===== config.mk =====
export PLATFORM = sky130hd
export DESIGN_NAME = seq_pattern_detector_flat
export DESIGN_NICKNAME = d
export VERILOG_FILES = /design/src/rtl/seq_pattern_detector_if.sv /design/src/rtl/seq_pattern_detector.sv /design/src/flat_wrapper.sv
export SDC_FILE = /design/constraint.sdc
export NUM_CORES = 1
export LEC_CHECK = 0
export CAP_MARGIN = 15
export CORE_ASPECT_RATIO = 1.1
export CORE_MARGIN = 2
export CORE_UTILIZATION = 32
export DETAILED_ROUTE_END_ITERATION = 8
export PLACE_DENSITY = 0.57
export SLEW_MARGIN = 20
export SYNTH_ARGS = -nofsm -noshare
export SYNTH_HDL_FRONTEND = slang
export SYNTH_SLANG_ARGS = --single-unit
export TNS_END_PERCENT = 1

===== constraint.sdc =====
create_clock -name clk -period 2.7 [get_ports clk]
set_input_delay 0.675 -clock clk [delete_from_list [all_inputs] [get_ports clk]]
set_output_delay 0.675 -clock clk [all_outputs]
set_load 0.005 [all_outputs]

===== src/rtl/seq_pattern_detector_if.sv =====
// Bit-stream, configuration and result signals of the serial pattern detector.
interface seq_pattern_detector_if #(
    parameter int MAX_LEN = 8,
    parameter int CNT_W   = 8
);
    localparam int LEN_W = $clog2(MAX_LEN + 1);

    logic               in_valid;
    logic               in_bit;
    logic               cfg_overlap;
    logic               cfg_load;
    logic [MAX_LEN-1:0] cfg_pattern;
    logic [LEN_W-1:0]   cfg_len;
    logic               detect;
    logic               detect_q;
    logic               cfg_err;
    logic [CNT_W-1:0]   match_count;

    modport master (
        output in_valid, in_bit, cfg_overlap, cfg_load, cfg_pattern, cfg_len,
        input  detect, detect_q, cfg_err, match_count
    );

    modport slave (
        input  in_valid, in_bit, cfg_overlap, cfg_load, cfg_pattern, cfg_len,
        output detect, detect_q, cfg_err, match_count
    );
endinterface


===== src/rtl/seq_pattern_detector.sv =====
// Runtime-programmable serial pattern detector (1..MAX_LEN bits, overlap/restart modes).
// Optional saturating match counter is built only when MATCH_COUNT_EN is defined.
module seq_pattern_detector #(
    parameter int                 MAX_LEN     = 8,
    parameter int                 CNT_W       = 8,
    parameter logic [MAX_LEN-1:0] DEFAULT_PAT = MAX_LEN'(8'h09),
    parameter int                 DEFAULT_LEN = 4
) (
    input logic                   clk,
    input logic                   rst,
    seq_pattern_detector_if.slave bus
);
    localparam int LEN_W = $clog2(MAX_LEN + 1);

    localparam logic [1:0] ST_IDLE  = 2'd0;
    localparam logic [1:0] ST_FILL  = 2'd1;
    localparam logic [1:0] ST_ARMED = 2'd2;

    localparam logic [LEN_W-1:0]   LEN_ZERO = {LEN_W{1'b0}};
    localparam logic [LEN_W-1:0]   LEN_ONE  = LEN_W'(1);
    localparam logic [LEN_W-1:0]   LEN_MAX  = LEN_W'(MAX_LEN);
    localparam logic [MAX_LEN-1:0] PAT_ZERO = {MAX_LEN{1'b0}};
    localparam logic [MAX_LEN-1:0] PAT_ONES = {MAX_LEN{1'b1}};

    logic [MAX_LEN-1:0] r_pattern;
    logic [LEN_W-1:0]   r_len;
    logic [MAX_LEN-1:0] r_hist;
    logic [LEN_W-1:0]   r_fill;
    logic [1:0]         r_state;
    logic               r_detect_q;
    logic               r_cfg_err;

    logic               w_cfg_ok;
    logic               w_accept;
    logic [LEN_W-1:0]   w_last;
    logic               w_armed;
    logic [MAX_LEN-1:0] w_cand;
    logic [MAX_LEN-1:0] w_mask;
    logic               w_match;
    logic               w_detect;
    logic [LEN_W-1:0]   w_fill_nxt;
    logic [1:0]         w_state_nxt;
    logic               w_unused_hist;

    assign w_cfg_ok = (bus.cfg_len != LEN_ZERO) && (bus.cfg_len <= LEN_MAX);
    assign w_accept = bus.in_valid & ~bus.cfg_load;
    assign w_last   = r_len - LEN_ONE;
    // A 1-bit pattern needs no history, so every accepted bit is a candidate.
    assign w_armed  = (r_state == ST_ARMED) | (r_len == LEN_ONE);
    assign w_cand   = {r_hist[MAX_LEN-2:0], bus.in_bit};
    assign w_mask   = ~(PAT_ONES << r_len);
    assign w_match  = ((w_cand ^ r_pattern) & w_mask) == PAT_ZERO;
    assign w_detect = w_accept & ~rst & w_armed & w_match;

    assign w_unused_hist = r_hist[MAX_LEN-1];

    // Next window fill level and control state for an accepted bit.
    always_comb begin
        w_fill_nxt  = r_fill;
        w_state_nxt = r_state;
        if (w_detect && !bus.cfg_overlap) begin
            w_fill_nxt = LEN_ZERO;
        end else if (r_fill != w_last) begin
            w_fill_nxt = r_fill + LEN_ONE;
        end else begin
            w_fill_nxt = r_fill;
        end
        if (w_fill_nxt == LEN_ZERO) begin
            w_state_nxt = ST_IDLE;
        end else if (w_fill_nxt == w_last) begin
            w_state_nxt = ST_ARMED;
        end else begin
            w_state_nxt = ST_FILL;
        end
    end

    // Configuration, history shift register and control FSM.
    always_ff @(posedge clk or posedge rst) begin
        if (rst) begin
            r_pattern <= DEFAULT_PAT;
            r_len     <= LEN_W'(DEFAULT_LEN);
            r_hist    <= PAT_ZERO;
            r_fill    <= LEN_ZERO;
            r_state   <= ST_IDLE;
        end else if (bus.cfg_load) begin
            if (w_cfg_ok) begin
                r_pattern <= bus.cfg_pattern;
                r_len     <= bus.cfg_len;
                r_hist    <= PAT_ZERO;
                r_fill    <= LEN_ZERO;
                r_state   <= ST_IDLE;
            end
        end else if (bus.in_valid) begin
            r_hist  <= w_cand;
            r_fill  <= w_fill_nxt;
            r_state <= w_state_nxt;
        end
    end

    // Registered detect copy and rejected-load pulse.
    always_ff @(posedge clk or posedge rst) begin
        if (rst) begin
            r_detect_q <= 1'b0;
            r_cfg_err  <= 1'b0;
        end else begin
            r_detect_q <= w_detect;
            r_cfg_err  <= bus.cfg_load & ~w_cfg_ok;
        end
    end

    assign bus.detect   = w_detect;
    assign bus.detect_q = r_detect_q;
    assign bus.cfg_err  = r_cfg_err;

`ifdef MATCH_COUNT_EN
    localparam logic [CNT_W-1:0] CNT_ZERO = {CNT_W{1'b0}};
    localparam logic [CNT_W-1:0] CNT_ONES = {CNT_W{1'b1}};
    localparam logic [CNT_W-1:0] CNT_ONE  = CNT_W'(1);

    logic [CNT_W-1:0] r_count;

    // Saturating count of detect cycles, cleared by an accepted load.
    always_ff @(posedge clk or posedge rst) begin
        if (rst) begin
            r_count <= CNT_ZERO;
        end else if (bus.cfg_load && w_cfg_ok) begin
            r_count <= CNT_ZERO;
        end else if (w_detect && (r_count != CNT_ONES)) begin
            r_count <= r_count + CNT_ONE;
        end
    end

    assign bus.match_count = r_count;
`else
    assign bus.match_count = {CNT_W{1'b0}};
`endif
endmodule


===== src/flat_wrapper.sv =====
// flat-port wrapper written by rule: the top's interface ports become plain ports
module seq_pattern_detector_flat 
#(
    parameter int                 MAX_LEN     = 8,
    parameter int                 CNT_W       = 8,
    parameter logic [MAX_LEN-1:0] DEFAULT_PAT = MAX_LEN'(8'h09),
    parameter int                 DEFAULT_LEN = 4
)
  (clk, rst, bus_in_valid, bus_in_bit, bus_cfg_overlap, bus_cfg_load, bus_cfg_pattern, bus_cfg_len, bus_detect, bus_detect_q, bus_cfg_err, bus_match_count);
  seq_pattern_detector_if #(.MAX_LEN(MAX_LEN), .CNT_W(CNT_W)) bus_i ();
  input logic clk;
  input logic rst;
  input wire logic [$bits(bus_i.in_valid)-1:0] bus_in_valid;
  input wire logic [$bits(bus_i.in_bit)-1:0] bus_in_bit;
  input wire logic [$bits(bus_i.cfg_overlap)-1:0] bus_cfg_overlap;
  input wire logic [$bits(bus_i.cfg_load)-1:0] bus_cfg_load;
  input wire logic [$bits(bus_i.cfg_pattern)-1:0] bus_cfg_pattern;
  input wire logic [$bits(bus_i.cfg_len)-1:0] bus_cfg_len;
  output wire logic [$bits(bus_i.detect)-1:0] bus_detect;
  output wire logic [$bits(bus_i.detect_q)-1:0] bus_detect_q;
  output wire logic [$bits(bus_i.cfg_err)-1:0] bus_cfg_err;
  output wire logic [$bits(bus_i.match_count)-1:0] bus_match_count;
  assign bus_i.in_valid = bus_in_valid;
  assign bus_i.in_bit = bus_in_bit;
  assign bus_i.cfg_overlap = bus_cfg_overlap;
  assign bus_i.cfg_load = bus_cfg_load;
  assign bus_i.cfg_pattern = bus_cfg_pattern;
  assign bus_i.cfg_len = bus_cfg_len;
  assign bus_detect = bus_i.detect;
  assign bus_detect_q = bus_i.detect_q;
  assign bus_cfg_err = bus_i.cfg_err;
  assign bus_match_count = bus_i.match_count;
  seq_pattern_detector #(.MAX_LEN(MAX_LEN), .CNT_W(CNT_W), .DEFAULT_PAT(DEFAULT_PAT), .DEFAULT_LEN(DEFAULT_LEN)) u_core (.clk(clk), .rst(rst), .bus(bus_i));
endmodule

Word level (Yosys, flattened, before mapping)
Cells that the tools add are included.
Widths: inputs -> output; s select.
{"block": "classes", "add_sub_neg": 2, "n_lt_le_gt_ge": 1, "eq_ne": 5, "n_shift": 1, "mux": 13, "bitwise_logic": 12, "n_reduce_logical": 9}
{"operator": "$mux 7", "count": 3}
{"operator": "$mux 4", "count": 5}
{"operator": "$mux 2", "count": 5}
{"operator": "$and 8x8->8", "count": 1}
{"operator": "$logic_not 8->1", "count": 1}
{"operator": "$not 8->8", "count": 1}
{"operator": "$shl 8x4->8 const A", "count": 1}
{"operator": "$xor 8x8->8", "count": 1}
{"operator": "$and 1x1->1", "count": 5}
{"operator": "$add 4x1->4 const B", "count": 1}
{"operator": "$eq 4x1->1 const B", "count": 1}
{"operator": "$eq 4x4->1", "count": 1}
{"operator": "$le 4x4->1 const B", "count": 1}
{"operator": "$logic_not 4->1", "count": 1}
{"operator": "$ne 4x4->1", "count": 1}
{"operator": "$reduce_and 2->1", "count": 2}
{"operator": "$reduce_bool 4->1", "count": 1}
{"operator": "$sub 4x1->4 const B", "count": 1}
{"operator": "$not 1->1", "count": 3}
{"operator": "$eq 2x2->1 const B", "count": 1}
{"operator": "$logic_and 1x1->1", "count": 2}
{"operator": "$ne 2x1->1 const B", "count": 1}
{"operator": "$reduce_bool 2->1", "count": 1}
{"operator": "$logic_not 1->1", "count": 1}
{"operator": "$or 1x1->1", "count": 1}
{"block": "word_totals", "reg_bits": 27, "inputBits": 18, "output_inout_bits": 11, "word_cells": 50}

Depth between registers and ports, before layout
{"block": "depth", "ltp_word": 12, "depth_mapped": 12, "ltp_nobuf": 11}

Least setup slack after synthesis
OpenSTA, ideal clock, no wires.
{"block": "synth_path", "path_kind": "register to register", "from": "register u_core.r_len[0]", "to": "register u_core.r_state[1]", "setup_ns": 0.122, "arrival_time_ns": 2.587, "required_time_ns": 2.578, "slack_ns": -0.008, "stages_incl_launch_ff": 13, "n_path_buf": 2, "synth_period_minus_slack_ns": 2.708, "path_cell_list": "dfrtp_1 > clkbuf_8 > inv_1 > ha_1 > ha_1 > xor2_1 > nand3_1 > or2_0 > clkbuf_1 > a31o_2 > o211ai_1 > nand2_1 > a32o_1"}
{"block": "synth_via", "elab_chain_len": 12, "elab_cells_between_ends": 19, "cone_classes": "1 x add/sub; 3 x eq/ne; 1 x shift; 6 x mux; 5 x bitwise; 3 x reduce/logical"}
{"element": "start, declared", "line": "seq_pattern_detector.sv:26", "rtl": "logic [LEN_W-1:0] r_len;"}
{"element": "start signal, assigned", "line": "seq_pattern_detector.sv:81", "rtl": "r_len <= LEN_W'(DEFAULT_LEN);"}
{"element": "start signal, assigned", "line": "seq_pattern_detector.sv:88", "rtl": "r_len <= bus.cfg_len;"}
{"element": "$shl 8x4->8", "line": "seq_pattern_detector.sv:51", "rtl": "assign w_mask = ~(PAT_ONES << r_len);"}
{"element": "$not 8->8", "line": "seq_pattern_detector.sv:51"}
{"element": "$and 8x8->8", "line": "seq_pattern_detector.sv:52", "rtl": "assign w_match = ((w_cand ^ r_pattern) & w_mask) == PAT_ZERO;"}
{"element": "$logic_not 8->1", "line": "seq_pattern_detector.sv:52"}
{"element": "$and 1x1->1", "line": "seq_pattern_detector.sv:53", "rtl": "assign w_detect = w_accept & ~rst & w_armed & w_match;"}
{"element": "$logic_and 1x1->1", "line": "seq_pattern_detector.sv:61", "rtl": "if (w_detect && !bus.cfg_overlap) begin"}
{"element": "$mux 4", "line": "seq_pattern_detector.sv:61"}
{"element": "$eq 4x4->1", "line": "seq_pattern_detector.sv:70", "rtl": "end else if (w_fill_nxt == w_last) begin"}
{"element": "$mux 2", "line": "seq_pattern_detector.sv:70"}
{"element": "$mux 2 *", "line": "seq_pattern_detector.sv:68", "rtl": "if (w_fill_nxt == LEN_ZERO) begin"}
{"element": "$mux 2 *", "line": "seq_pattern_detector.sv:93", "rtl": "end else if (bus.in_valid) begin"}
{"element": "$mux 2 *", "line": "seq_pattern_detector.sv:85", "rtl": "end else if (bus.cfg_load) begin"}
{"element": "end signal, assigned", "line": "seq_pattern_detector.sv:96", "rtl": "r_state <= w_state_nxt;"}
{"element": "end, declared", "line": "seq_pattern_detector.sv:29", "rtl": "logic [1:0] r_state;"}
Every way passes the cells marked *; elsewhere a longest branch is shown, timed or not. The select of a mux whose other input is x is not followed.
A chain may end at the register's enable or synchronous reset.

Worst setup path after layout
{"block": "layout_path", "from": "register u_core.r_len[2]", "to": "register u_core.r_state[0]"}
Same word-level chain as after synthesis.

==> impl_results.md <==
* Worst hold slack at 507 ps
* Max incr delay on CP at 590 ps
* Total Power Consumption at 1.61 mW
* Number of clock sinks at 27
* Core ar. at 5660 um^2
* Slew at the pin with the worst max-slew slack at 574 ps
* Data required time at the worst endpoint at 2880 ps
* Peak supply drop at 0.366 mV
* Fin worst setup slack at -30.0 ps
* Slew headroom at 61.4%
* GRT Resource Usage Total at 13.3%
* Share of cells above drive strength 1 at 34.2%
* WP data arrival at 2910 ps
* First-pass iteration count of the detailed router at 4
* Via count of the first global-routing pass at 1521
* Peak fanout along the critical path at 5
* FFs w/ async S/R, synth at 100%
* Layer with the highest usage after global routing: met2
* Post-synthesis cell count at 190
* Proportion of synthesized chip area in sequential cells at 36.7%
* Via density per instance at 4.82
* Flip-flop and latch count after synthesis at 27
* Met1 GRT Util at 15.8%
* Site row count at 29
* EDFF count, synth at 0
* # IOs at 29
* CP startpoint kind: flip-flop
* Period utilization at 101%
* Maximum number of buffers from clock root to sink at 2
* Half-perimeter wire length of the detailed placement result at 3060 um
* Total Wirelength at 4140 um
* Path category of the worst min-delay check: reg -> reg
* Cell chain of the critical path: buf_4, inv_1, ha_4, xor2_4, buf_4, and3_1, nand2_1, a211oi_2, o311ai_4, a22o_1, a22o_1
* Clock tree skew after final layout at 7.96 ps
* Leading register cell type out of synthesis: dfrtp_1
* Final RePlAce weighted congestion at 0.855
* Antenna viol nets, final at 0
* Area of the die at 6400 um^2
* Final nets at 262
* Drt first-iter violations at 82
* Number of antenna diodes at 0
* Vert. Die Dim at 83.7 um
* DRC Markers at 0
* Netlist Area Pre-Place at 1850 um^2
* Mean instance size in the synthesized netlist at 9.73 um^2
* Unique cell type count in the Yosys netlist at 50
* Reported leakage power at 1.07 nW
* Combined flip-flop and latch cell area at 679 um^2
* I/O Buffers at 20
* Largest net degree at the start of global routing at 27
* TritonCTS clock tree: built
* Summed negative setup slack over all endpoints at -55.1 ps
* Synthesis-to-layout area growth at 34.1%
* Type of the worst setup path: reg -> reg
* First-pass GRT wire length at 6910 um
* Starting utilization of the core area at 32.7%
* Routed WL per cell at 13.2 um
* Aggregate global routing overflow at 0
* Post-layout instance area at 2480 um^2
* Endpoint kind of the worst setup timing path: flip-flop
* Clock Latency Late Sink at 290 ps
* Instance count after placement with tap cells included at 306
* Clock Tree Root: clkbuf_8
* Met2 demand-to-capacity share in global routing at 24.1%
* Worst-path clk slew at 100 ps
* Max_cap viols at 0
* Cells on worst reg2reg path at 11
* # H-tree levels at 1
* Count of cells along the worst hold path at 1
* Filler cell count at 568
* Final critical path time including I/O delays and setup at 2730 ps
* Worst path slowest cell: dfstp_2
* Met3 Resource Use GR at 2.81%
* Antenna violations before repair at 0
* Final setup violation count at 3
* Number of clock buffers inserted by TritonCTS at 3
* Outcome: finished, violations left
* Post-DP Area at 2250 um^2
* Die W at 76.5 um
* Area occupied by multi-input gates at 1170 um^2
* Total power divided by cell area at 648 nW/um^2
* Number of max-slew violations in the final report at 0
* Number of warnings reported in the yosys synthesis log at 0
* Unrepaired setup endpoints after global routing: yes
* Final hold violations at 0
* Overall via count from detail_route at 1514
* Final Instance Count excl. Fillers at 314
* Violated checks: setup timing
* Maximum achievable frequency at 0.366 GHz
-- synthesized netlist by cell type, types with 6 or more instances --
library cell	count	area [um^2]
a21oi_1	8	40.0
nor2_1	8	30.0
dfrtp_1	24	601
nand2_1	20	75.1
nand3_1	8	40.0
xor2_1	6	52.6
buf_4	8	60.1
xnor2_1	11	96.3
o21ai_0	7	35.0
mux2_2	12	135
ha_1	6	75.1
inv_1	8	30.0
-- metal layers --
metal | part of all wire (%) | vias to the layer above
met4 | 1.6 | 0
met5 | 0 | -
li1 | - | 745
met1 | 42 | 737
met3 | 3.0 | 6
met2 | 53 | 26
-- metrics by stage --
stage / utilization (%) / setup slack [ps]
after floorplan: - / 15.9
after global placement: 39.8 / -483
after detailed placement: 39.8 / -571
after CTS: 42.2 / -111
after global routing: 43.8 / -145
final: 43.8 / -30.0
-- where the power goes --
group / total, mW / switching, mW / internal [mW]
Combinational: 0.823 / 0.397 / 0.425
Sequential: 0.533 / 0.0569 / 0.476
Clock: 0.252 / 0.143 / 0.109
-- timing repair --
item	CTS	global route
gates cloned	0	0
hold buffers	0	0
resized for setup	20	12
buffers inserted	2	3
endpoints found under the setup margin	3	6
pin swaps	5	9
-- worst max-delay path, delay by kind of cell, from the launching register on --
family / cells / cell delay [ps]
buffers and inverters: 3 / 350
DFF: 1 / 590
and+or+nand+nor: 2 / 270
xor gates and xnor gates: 1 / 170
adders and majority gates: 1 / 320
AOI/OAI and AO/OA: 4 / 910
-- placed cells by master, fill, tap and decap left out, types with 4 or more instances in the layout --
cell,instances
buf_4,32
dfrtp_1,24
nand2_1,20
clkdlybuf4s50_1,19
mux2_2,12
xnor2_1,10
a21oi_1,8
conb_1,8
nand3_1,7
nor2_1,7
o21ai_0,7
xor2_1,5
inv_1,5
a22o_1,4
o211ai_1,4
ha_4,4
-- sequential cells by signal (all words and copies together), names as in the netlist --
name,count
u_core.r_state,2
u_core.r_len,4
u_core.bus.cfg_err,1
u_core.r_hist,7
u_core.r_pattern,8
u_core.r_fill,4
u_core.bus.detect_q,1
-- path summary, 6_finish.rpt --
path	startpoint	endpoint	slack [ps]
worst max-delay path	u_core.r_len[2]$_DFFE_PP1P_	u_core.r_state[0]$_DFFE_PP0P_	-30
worst min-delay path	u_core.r_state[1]$_DFFE_PP0P_	u_core.r_state[1]$_DFFE_PP0P_	510
worst max register to register	u_core.r_len[2]$_DFFE_PP1P_	u_core.r_state[0]$_DFFE_PP0P_	-30
worst min register to register	u_core.r_state[1]$_DFFE_PP0P_	u_core.r_state[1]$_DFFE_PP0P_	510
max in group asynchronous	rst	u_core.r_len[2]$_DFFE_PP1P_	1520
min in group asynchronous	rst	u_core.bus.detect_q$_DFF_PP0_	620
-- cell families (layout without fill, tap and decap cells) --
kind of cell,Yosys count,in the layout,synth area share [%]
muxes,14,14,8.39
other,1,8,0.203
DFF,27,27,36.7
AOI/OAI and AO/OA,42,42,15.9
adders and majority gates,6,6,4.06
buffers and inverters,26,66,9.81
and+or+nand+nor,57,57,16.8
xor gates and xnor gates,17,17,8.05
-- final cells by class --
type | count | share of cell area (%)
clock buffers | 3 | 1.66
flip-flops and latches | 27 | 27.4
clock inverters | 1 | 0.353
multi-input cells | 144 | 47.0
inverters | 8 | 1.21
repair buffers | 54 | 18.5
well taps | 77 | 3.88
Note: power is estimated with default switching activity, not from simulation.
